`src/rtl/matrix_mem_pkg.sv`:
```
// ---------------------------------------------------------------------------
// matrix_mem_pkg
// Shared definitions for the banked matrix Memory block and its initiators:
// default address/data/dimension widths, the tile fetcher state encoding and
// the per-beat sideband tag carried alongside read data.
// ---------------------------------------------------------------------------
package matrix_mem_pkg;

  localparam int MEM_ADDR_W      = 16;  // memory word address width
  localparam int MEM_DATA_W      = 32;  // memory / stream data width
  localparam int MEM_DIM_W       = 8;   // tile rows / cols width
  localparam int TILE_FIFO_DEPTH = 4;   // fetcher output buffer entries

  typedef enum logic [1:0] {
    IDLE,   // waiting for start
    ISSUE,  // presenting read addresses
    DRAIN,  // all addresses issued, emptying the output buffer
    DONE    // single-cycle completion
  } fetch_state_t;

  // Stream markers computed when an address is issued; they travel with the
  // read through the memory latency and into the FIFO.
  typedef struct packed {
    logic row_last;
    logic last;
  } beat_tag_t;

endpackage

```
`src/rtl/tile_fetch_fifo.sv`:
```
// ---------------------------------------------------------------------------
// tile_fetch_fifo
// Synchronous show-ahead FIFO for the tile fetcher output stream. Writes are
// registered; the head entry is visible on rd_data_o whenever valid_o is high
// and is consumed by rd_en_i. The occupancy count feeds the fetcher's issue
// credit, which guarantees no write arrives while full.
//
// Ports:
//   clock, reset_n  clock / asynchronous active-low reset
//   wr_en_i         write strobe
//   wr_data_i       entry to write
//   rd_en_i         consumer accept (ignored when empty)
//   rd_data_o       head entry, zero when empty
//   valid_o         FIFO not empty
//   count_o         number of stored entries (0..DEPTH)
// ---------------------------------------------------------------------------
module tile_fetch_fifo #(
  parameter int WIDTH = 34,
  parameter int DEPTH = 4
) (
  input  logic                     clock,
  input  logic                     reset_n,
  input  logic                     wr_en_i,
  input  logic [WIDTH-1:0]         wr_data_i,
  input  logic                     rd_en_i,
  output logic [WIDTH-1:0]         rd_data_o,
  output logic                     valid_o,
  output logic [$clog2(DEPTH):0]   count_o
);

  localparam int PTR_W = $clog2(DEPTH);
  localparam int CNT_W = PTR_W + 1;

  logic [WIDTH-1:0] store_q [DEPTH];
  logic [PTR_W-1:0] wr_ptr_q, rd_ptr_q;
  logic [CNT_W-1:0] count_q, count_d;
  logic             do_rd;

  assign valid_o = (count_q != '0);
  assign do_rd   = rd_en_i && valid_o;
  assign count_o = count_q;

  // Gate the head with valid so the stream payload reads zero when empty,
  // including straight out of reset.
  assign rd_data_o = valid_o ? store_q[rd_ptr_q] : '0;

  // NOTE: the storage array has no reset; only pointers and count do. Entries
  // are never observed before being written, and a reset storage array would
  // prevent mapping onto RAM/flop-array primitives.
  always_ff @(posedge clock) begin
    if (wr_en_i) begin
      store_q[wr_ptr_q] <= wr_data_i;
    end
  end

  // Simultaneous read and write leaves the count unchanged.
  always_comb begin
    count_d = count_q;
    case ({wr_en_i, do_rd})
      2'b10:   count_d = count_q + CNT_W'(1);
      2'b01:   count_d = count_q - CNT_W'(1);
      default: count_d = count_q;
    endcase
  end

  // NOTE: sequential state uses non-blocking assignments so every register
  // samples the pre-edge values of the others, independent of block order.
  always_ff @(posedge clock or negedge reset_n) begin
    if (!reset_n) begin
      wr_ptr_q <= '0;
      rd_ptr_q <= '0;
      count_q  <= '0;
    end else begin
      if (wr_en_i) wr_ptr_q <= wr_ptr_q + PTR_W'(1);
      if (do_rd)   rd_ptr_q <= rd_ptr_q + PTR_W'(1);
      count_q <= count_d;
    end
  end

endmodule

```
`src/rtl/matrix_tile_fetcher.sv`:
```
// ---------------------------------------------------------------------------
// matrix_tile_fetcher
// Read-side initiator for the banked matrix Memory. A start command latches a
// rectangular tile (rows x cols words, row stride) and walks it row-major
// through the memory's synchronous read port. Words are delivered as a
// valid/ready stream with row-end and tile-end markers. Address issue is
// gated by credit against the output FIFO so backpressure never drops a read.
//
// Ports:
//   clock, reset_n               clock / asynchronous active-low reset
//   start                        command strobe, honoured only in IDLE
//   base_addr, rows, cols, stride  tile description, latched on start
//   busy                         tile in progress (ISSUE or DRAIN)
//   done                         one-cycle completion pulse
//   mem_address, mem_wren        registered read address / write enable (0)
//   mem_q                        read data, one cycle after address sampling
//   out_data, out_valid, out_ready  output stream
//   out_row_last, out_last       last column of row / last word of tile
// ---------------------------------------------------------------------------
module matrix_tile_fetcher
  import matrix_mem_pkg::*;
#(
  parameter int ADDR_W     = MEM_ADDR_W,
  parameter int DATA_W     = MEM_DATA_W,
  parameter int DIM_W      = MEM_DIM_W,
  parameter int FIFO_DEPTH = TILE_FIFO_DEPTH
) (
  input  logic              clock,
  input  logic              reset_n,
  input  logic              start,
  input  logic [ADDR_W-1:0] base_addr,
  input  logic [DIM_W-1:0]  rows,
  input  logic [DIM_W-1:0]  cols,
  input  logic [ADDR_W-1:0] stride,
  output logic              busy,
  output logic              done,
  output logic [ADDR_W-1:0] mem_address,
  output logic              mem_wren,
  input  logic [DATA_W-1:0] mem_q,
  output logic [DATA_W-1:0] out_data,
  output logic              out_valid,
  input  logic              out_ready,
  output logic              out_row_last,
  output logic              out_last
);

  localparam int CNT_W   = $clog2(FIFO_DEPTH) + 1;
  localparam int OCC_W   = CNT_W + 1;          // fifo count + up to 2 in flight
  localparam int ENTRY_W = DATA_W + $bits(beat_tag_t);

  fetch_state_t      state_q, state_d;
  logic [ADDR_W-1:0] addr_q, addr_d;
  logic [ADDR_W-1:0] row_base_q, row_base_d;
  logic [DIM_W-1:0]  col_q, col_d;
  logic [DIM_W-1:0]  row_q, row_d;
  logic [DIM_W-1:0]  rows_q, rows_d;
  logic [DIM_W-1:0]  cols_q, cols_d;
  logic [ADDR_W-1:0] stride_q, stride_d;

  // Read pipeline: stage 1 = address registered on mem_address, stage 2 =
  // mem_q valid and written into the FIFO at the next edge.
  logic              s1_valid_q, s1_valid_d;
  beat_tag_t         s1_tag_q, s1_tag_d;
  logic              s2_valid_q;
  beat_tag_t         s2_tag_q;

  logic [CNT_W-1:0]  fifo_count;
  logic [ENTRY_W-1:0] fifo_head;
  logic [OCC_W-1:0]  occupancy;
  logic              credit_ok;
  logic              fifo_valid;
  logic              final_hs;

  // Next walk position, derived from the position currently on mem_address.
  logic              row_end;
  logic [DIM_W-1:0]  nxt_col, nxt_row;
  logic [ADDR_W-1:0] nxt_base;

  // Reads already issued but not yet in the FIFO still need a slot.
  assign occupancy = OCC_W'(fifo_count) + OCC_W'(s1_valid_q) + OCC_W'(s2_valid_q);
  assign credit_ok = (occupancy < OCC_W'(FIFO_DEPTH));

  assign row_end  = (col_q == cols_q - DIM_W'(1));
  assign nxt_col  = row_end ? '0 : col_q + DIM_W'(1);
  assign nxt_row  = row_end ? row_q + DIM_W'(1) : row_q;
  assign nxt_base = row_end ? row_base_q + stride_q : row_base_q;

  assign final_hs = fifo_valid && out_ready && out_last;

  // NOTE: every signal assigned here gets a default first, so no path leaves
  // a value unassigned and no latch is inferred.
  always_comb begin
    state_d    = state_q;
    addr_d     = addr_q;
    row_base_d = row_base_q;
    col_d      = col_q;
    row_d      = row_q;
    rows_d     = rows_q;
    cols_d     = cols_q;
    stride_d   = stride_q;
    s1_valid_d = 1'b0;
    s1_tag_d   = s1_tag_q;

    case (state_q)
      IDLE: begin
        if (start) begin
          rows_d   = rows;
          cols_d   = cols;
          stride_d = stride;
          if (rows == '0 || cols == '0) begin
            state_d = DONE;
          end else begin
            // The first address issues on the accepting edge; the FIFO is
            // empty and nothing is in flight, so credit is always available.
            addr_d            = base_addr;
            row_base_d        = base_addr;
            col_d             = '0;
            row_d             = '0;
            s1_valid_d        = 1'b1;
            s1_tag_d.row_last = (cols == DIM_W'(1));
            s1_tag_d.last     = (cols == DIM_W'(1)) && (rows == DIM_W'(1));
            state_d           = s1_tag_d.last ? DRAIN : ISSUE;
          end
        end
      end

      ISSUE: begin
        if (credit_ok) begin
          addr_d            = nxt_base + ADDR_W'(nxt_col);
          row_base_d        = nxt_base;
          col_d             = nxt_col;
          row_d             = nxt_row;
          s1_valid_d        = 1'b1;
          s1_tag_d.row_last = (nxt_col == cols_q - DIM_W'(1));
          s1_tag_d.last     = s1_tag_d.row_last && (nxt_row == rows_q - DIM_W'(1));
          if (s1_tag_d.last) state_d = DRAIN;
        end
      end

      DRAIN: begin
        if (final_hs) state_d = DONE;
      end

      DONE: begin
        state_d = IDLE;
      end

      default: state_d = IDLE;
    endcase
  end

  always_ff @(posedge clock or negedge reset_n) begin
    if (!reset_n) begin
      state_q    <= IDLE;
      addr_q     <= '0;
      row_base_q <= '0;
      col_q      <= '0;
      row_q      <= '0;
      rows_q     <= '0;
      cols_q     <= '0;
      stride_q   <= '0;
      s1_valid_q <= 1'b0;
      s1_tag_q   <= '0;
      s2_valid_q <= 1'b0;
      s2_tag_q   <= '0;
    end else begin
      state_q    <= state_d;
      addr_q     <= addr_d;
      row_base_q <= row_base_d;
      col_q      <= col_d;
      row_q      <= row_d;
      rows_q     <= rows_d;
      cols_q     <= cols_d;
      stride_q   <= stride_d;
      s1_valid_q <= s1_valid_d;
      s1_tag_q   <= s1_tag_d;
      s2_valid_q <= s1_valid_q;
      s2_tag_q   <= s1_tag_q;
    end
  end

  tile_fetch_fifo #(
    .WIDTH (ENTRY_W),
    .DEPTH (FIFO_DEPTH)
  ) u_fifo (
    .clock     (clock),
    .reset_n   (reset_n),
    .wr_en_i   (s2_valid_q),
    .wr_data_i ({s2_tag_q, mem_q}),
    .rd_en_i   (out_ready),
    .rd_data_o (fifo_head),
    .valid_o   (fifo_valid),
    .count_o   (fifo_count)
  );

  assign out_valid    = fifo_valid;
  assign out_data     = fifo_head[DATA_W-1:0];
  assign out_last     = fifo_head[DATA_W];
  assign out_row_last = fifo_head[DATA_W+1];

  assign busy        = (state_q == ISSUE) || (state_q == DRAIN);
  assign done        = (state_q == DONE);
  assign mem_address = addr_q;
  assign mem_wren    = 1'b0;

endmodule

```
`config.mk`:
```
export PLATFORM = sky130hd
export DESIGN_NAME = matrix_tile_fetcher
export DESIGN_NICKNAME = d
export VERILOG_FILES = /design/src/rtl/matrix_mem_pkg.sv /design/src/rtl/tile_fetch_fifo.sv /design/src/rtl/matrix_tile_fetcher.sv
export SDC_FILE = /design/constraint.sdc
export NUM_CORES = 1
export LEC_CHECK = 0
export CORE_UTILIZATION = 57
export CTS_CLUSTER_DIAMETER = 60
export CTS_CLUSTER_SIZE = 14
export DETAILED_ROUTE_END_ITERATION = 6
export PLACE_DENSITY = 0.81
export RECOVER_POWER = 25
export SETUP_SLACK_MARGIN = 0.15
export SLEW_MARGIN = 40
export SYNTH_ARGS = -nofsm -noshare
export SYNTH_HDL_FRONTEND = slang
export SYNTH_SLANG_ARGS = --single-unit
```
`constraint.sdc`:
```
create_clock -name clock -period 6.2 [get_ports clock]
set_clock_uncertainty 0.1 [all_clocks]
set_input_delay 0.62 -clock clock [delete_from_list [all_inputs] [get_ports clock]]
set_output_delay 0.62 -clock clock [all_outputs]
set_load 0.02 [all_outputs]
```
==> results_dict.tcl <==
set metrics [dict create \
    track_usage_pct 26.6 \
    synth.top_cells.by_count "edfxtp_1 (136), dfrtp_1 (95), nand2_1 (77), nor2_1 (69), a21oi_1 (51)" \
    setup_viol_count_final 0 \
    ctsResizeCount 0 \
    yosys_register_bits 231 \
    fillerInstances 1503 \
    hold_depth 0 \
    synth-seq-area-share_pct 53.0 \
    cp-start-kind "flip-flop" \
    number_of_detailed_route_iterations_in_the_first_pass 6 \
    synth.largest_area_cell "edfxtp_1" \
    layout.nets 1255 \
    die_height_um 148 \
    hold_violations 0 \
    grt_first_pass_wirelength_um 45700 \
    cts.sinks 231 \
    vias_in_the_first_global_route 8658 \
    detailedPlacementHpwl_um 19500 \
    critical_path.max_stage_delay_ps 720 \
    fin_tns_setup_ps 0 \
    initial_core_util_pct 58.1 \
    crit_family "adder cells" \
    cts_hold_buf 0 \
    syn_avg_cell_area_um2 12.0 \
    timing.critical_path.required_ps 6450 \
    arrival_ps 5740 \
    chipWidth_um 148 \
    htree_levels 1 \
    worst-path-max-fanout 21 \
    cts-root-to-sink-buffers 3 \
    power.ir.vdd_worst_uv 370 \
    timing.final.max_slew_violations 41 \
    post_route_cells_drive_above_1_share_pct 12.0 \
    rr_startpoint "cols_q[0]" \
    worst_max_slew_margin_expressed_relative_to_the_limit_pct -50.6 \
    instances_no_fill 1425 \
    holdCritPathClass "reg2reg" \
    post-synth-top-count-cell "edfxtp_1" \
    clkLatencyLatePin_ps 500 \
    power_frac_clock_pct 17.0 \
    detailroute.via_count 8847 \
    yosys.area.top_type_share_pct 33.5 \
    drc 0 \
    drt_iter0_markers 662 \
    regToRegEndpoint "mem_address[14]" \
    total_switching_power_w 0.00321 \
    place_congestion 0.921 \
    hold_path_end "s2_tag_q[1]" \
    async_flop_share_pct 41.1 \
    grt_start_max_net_pins 57 \
    avgViaCountPerCell 6.21 \
    comb_power_share_pct 53.2 \
    finalPower_w 0.00787 \
    critPathCaptureType "flip-flop" \
    netlist-cell-type-count 79 \
    tritoncts "yes" \
    wl_per_cell_um 20.3 \
    worst-r2r-setup-slack_ps 710 \
    initial_antenna_violation_count 0 \
    internal-power_w 0.00466 \
    dieArea_mm2 0.0220 \
    grt-ovfl-total 0 \
    count_of_flip_flops_with_a_built_in_enable_after_synthesis 136 \
    failed_checks "capacitance limit, slew limit" \
    crit_path_cell_trace "inv_1, ha_1, nor3b_4, xnor2_1, a2111o_1, or4b_4, nand2_1, nand2_1, ha_1, fa_1, a21o_1, maj3_1, maj3_1, o211ai_1, a21oi_2, o211ai_2, or4_1, mux2i_1, a21oi_1" \
    minimum_clock_period_after_layout_ps 5490 \
    cp.buffers_inverters 1 \
    syn_to_final_growth_pct 18.7 \
    power_density_mw_per_mm2 544 \
    power.static_leakage_nw 5.40 \
    run_status "complete, but fails checks" \
    final_core_util_pct 69.0 \
    cell_area_synth_mm2 0.0122 \
    critical_path.startpoint "cols_q[0]" \
    ios 138 \
    drtAntennaViolNets 0 \
    final.period_utilization_pct 88.6 \
    placed_cells 1385 \
    worst_case_reg_to_reg_path_depth 19 \
    post_cts_buffers 0 \
    measured_slew_at_the_worst_slew_check_pin_ps 2260 \
    clkSlewWorstSetupHoldPaths_ps 60 \
    path_class "reg2reg" \
    warnings_from_yosys 0 \
    fp-row-count 53 \
    finalHoldWorstSlack_ps 280 \
    cts.root.buffer_cell "clkbuf_16" \
    number_of_cts_inserted_buffers 22 \
    synth_top_flop_cell "edfxtp_1" \
    p_sw_share_pct 40.8 \
    floorplan.core_area_mm2 0.0210 \
    wirelength_um 29000 \
    hold_path.startpoint "s1_tag_q[1]" \
    seq_power_share_pct 29.8 \
    buffer_ports.inserted 136 \
    synth.area.top_cells "edfxtp_1 (34%), dfrtp_1 (20%), mux4_2 (6.3%), ha_1 (3.5%), xnor2_1 (3.1%)" \
    critPathSlowestCell "or4b_4" \
    fmaxAchievable_mhz 182 \
    synthesis.instances 1016 \
    grt_setup_unrepaired "false" \
    syn-num-nets 1137 \
    timing.max_cap.violations 1 \
]
[power groups by stage]
stage	logic [W]	registers (W)	clock network (W)
global route	0.00452	0.00238	0.00141
detailed placement	0.00412	0.00236	0
CTS	0.00416	0.00233	0.00136
global placement	0.00403	0.00234	0
finish	0.00418	0.00234	0.00134
floorplan	0.00295	0.00228	0
[worst reg2reg max path, stage by stage, from the launching register on]
cell and delay [ps]:
dfrtp_1 440, inv_1 110, ha_1 310, nor3b_4 280, xnor2_1 160, a2111o_1 510
or4b_4 720, nand2_1 120, nand2_1 70, ha_1 230, fa_1 410, a21o_1 210
maj3_1 390, maj3_1 360, o211ai_1 230, a21oi_2 140, o211ai_2 110, or4_1 150
mux2i_1 200, a21oi_1 90
[how the worst max path moves through the flow]
stage	to	slack, ps	depth (start not counted)
3_3_place_gp	mem_address[14]	880	19
5_1_grt	mem_address[14]	360	18
6_report	mem_address[14]	710	19
3_5_place_dp	mem_address[14]	790	19
4_1_cts	mem_address[14]	740	19
2_1_floorplan	mem_address[14]	1040	22
[cell families (layout without fill, tap and decap cells)]
| family | count (synthesis) | count (layout) | synth area share (%) |
|---|---|---|---|
| and+or+nand+nor | 316 | 316 | 13.4 |
| DFF | 231 | 231 | 53.0 |
| AOI/OAI and AO/OA | 196 | 196 | 10.6 |
| muxes | 81 | 81 | 10.5 |
| buffers and inverters | 78 | 211 | 2.71 |
| xor gates and xnor gates | 74 | 74 | 5.55 |
| adders and majority gates | 39 | 39 | 4.15 |
| other | 1 | 2 | 0.0308 |
[cells in the final DEF, fill, tap and decap left out, types with 5 or more instances in the layout]
cell	instances
xnor2_1	43
o22ai_1	23
o21ai_0	37
o211ai_1	8
and2_1	47
nand2b_1	7
o221ai_1	5
nand3_1	27
mux4_2	34
nor4_1	10
clkbuf_16	23
clkdlybuf4s50_1	115
or2_2	6
a211oi_1	7
or3_1	6
o31ai_1	5
a221oi_1	5
nand3b_1	5
nor3_1	20
clkbuf_1	11
a31oi_1	6
and3_1	9
dfrtp_1	94
xor2_1	29
buf_4	13
nor2_1	69
a21o_1	8
a21oi_1	51
inv_1	23
edfxtp_1	136
mux2_2	33
ha_1	33
nand2_1	77
o21a_1	5
nand4_1	8
dlygate4sd3_1	20
mux2i_1	11
[stage by stage]
stage,cell area (um2),setup WS (ps)
floorplan,12200,1040
global placement,13700,885
detailed placement,13800,791
CTS,14500,740
global route,14500,357
finish,14500,710
[sequential cells by signal (all words and copies together), names as in the netlist, 8 cells and up, named ones only]
signal	count
cols_q	8
mem_address	16
stride_q	16
u_fifo.store_q	136
rows_q	8
row_q	8
col_q	8
row_base_q	14
[layer usage]
layer | part of all wire [%] | global-route usage, % | vias to the layer above | wire (um)
met3 | 6.9 | 3.59 | 77 | 2010
met4 | 3.1 | 9.74 | 0 | 910
li1 | - | - | 4032 | -
met1 | 41 | 34.6 | 4336 | 11700
met5 | 0 | 0 | - | 0
met2 | 49 | 45.6 | 402 | 14300
[cell type report]
cell class	count	area [um2]	share of cell area (%)
antenna	1	2.50	0.0173
clock buffer	33	613	4.24
clock inverter	6	93.8	0.649
inverter	23	86.3	0.597
multi-input combinational	707	5400	37.4
sequential	231	6460	44.7
tap	275	344	2.38
timing repair buffer	149	1450	10.0
(Power assumes the default switching activity.)
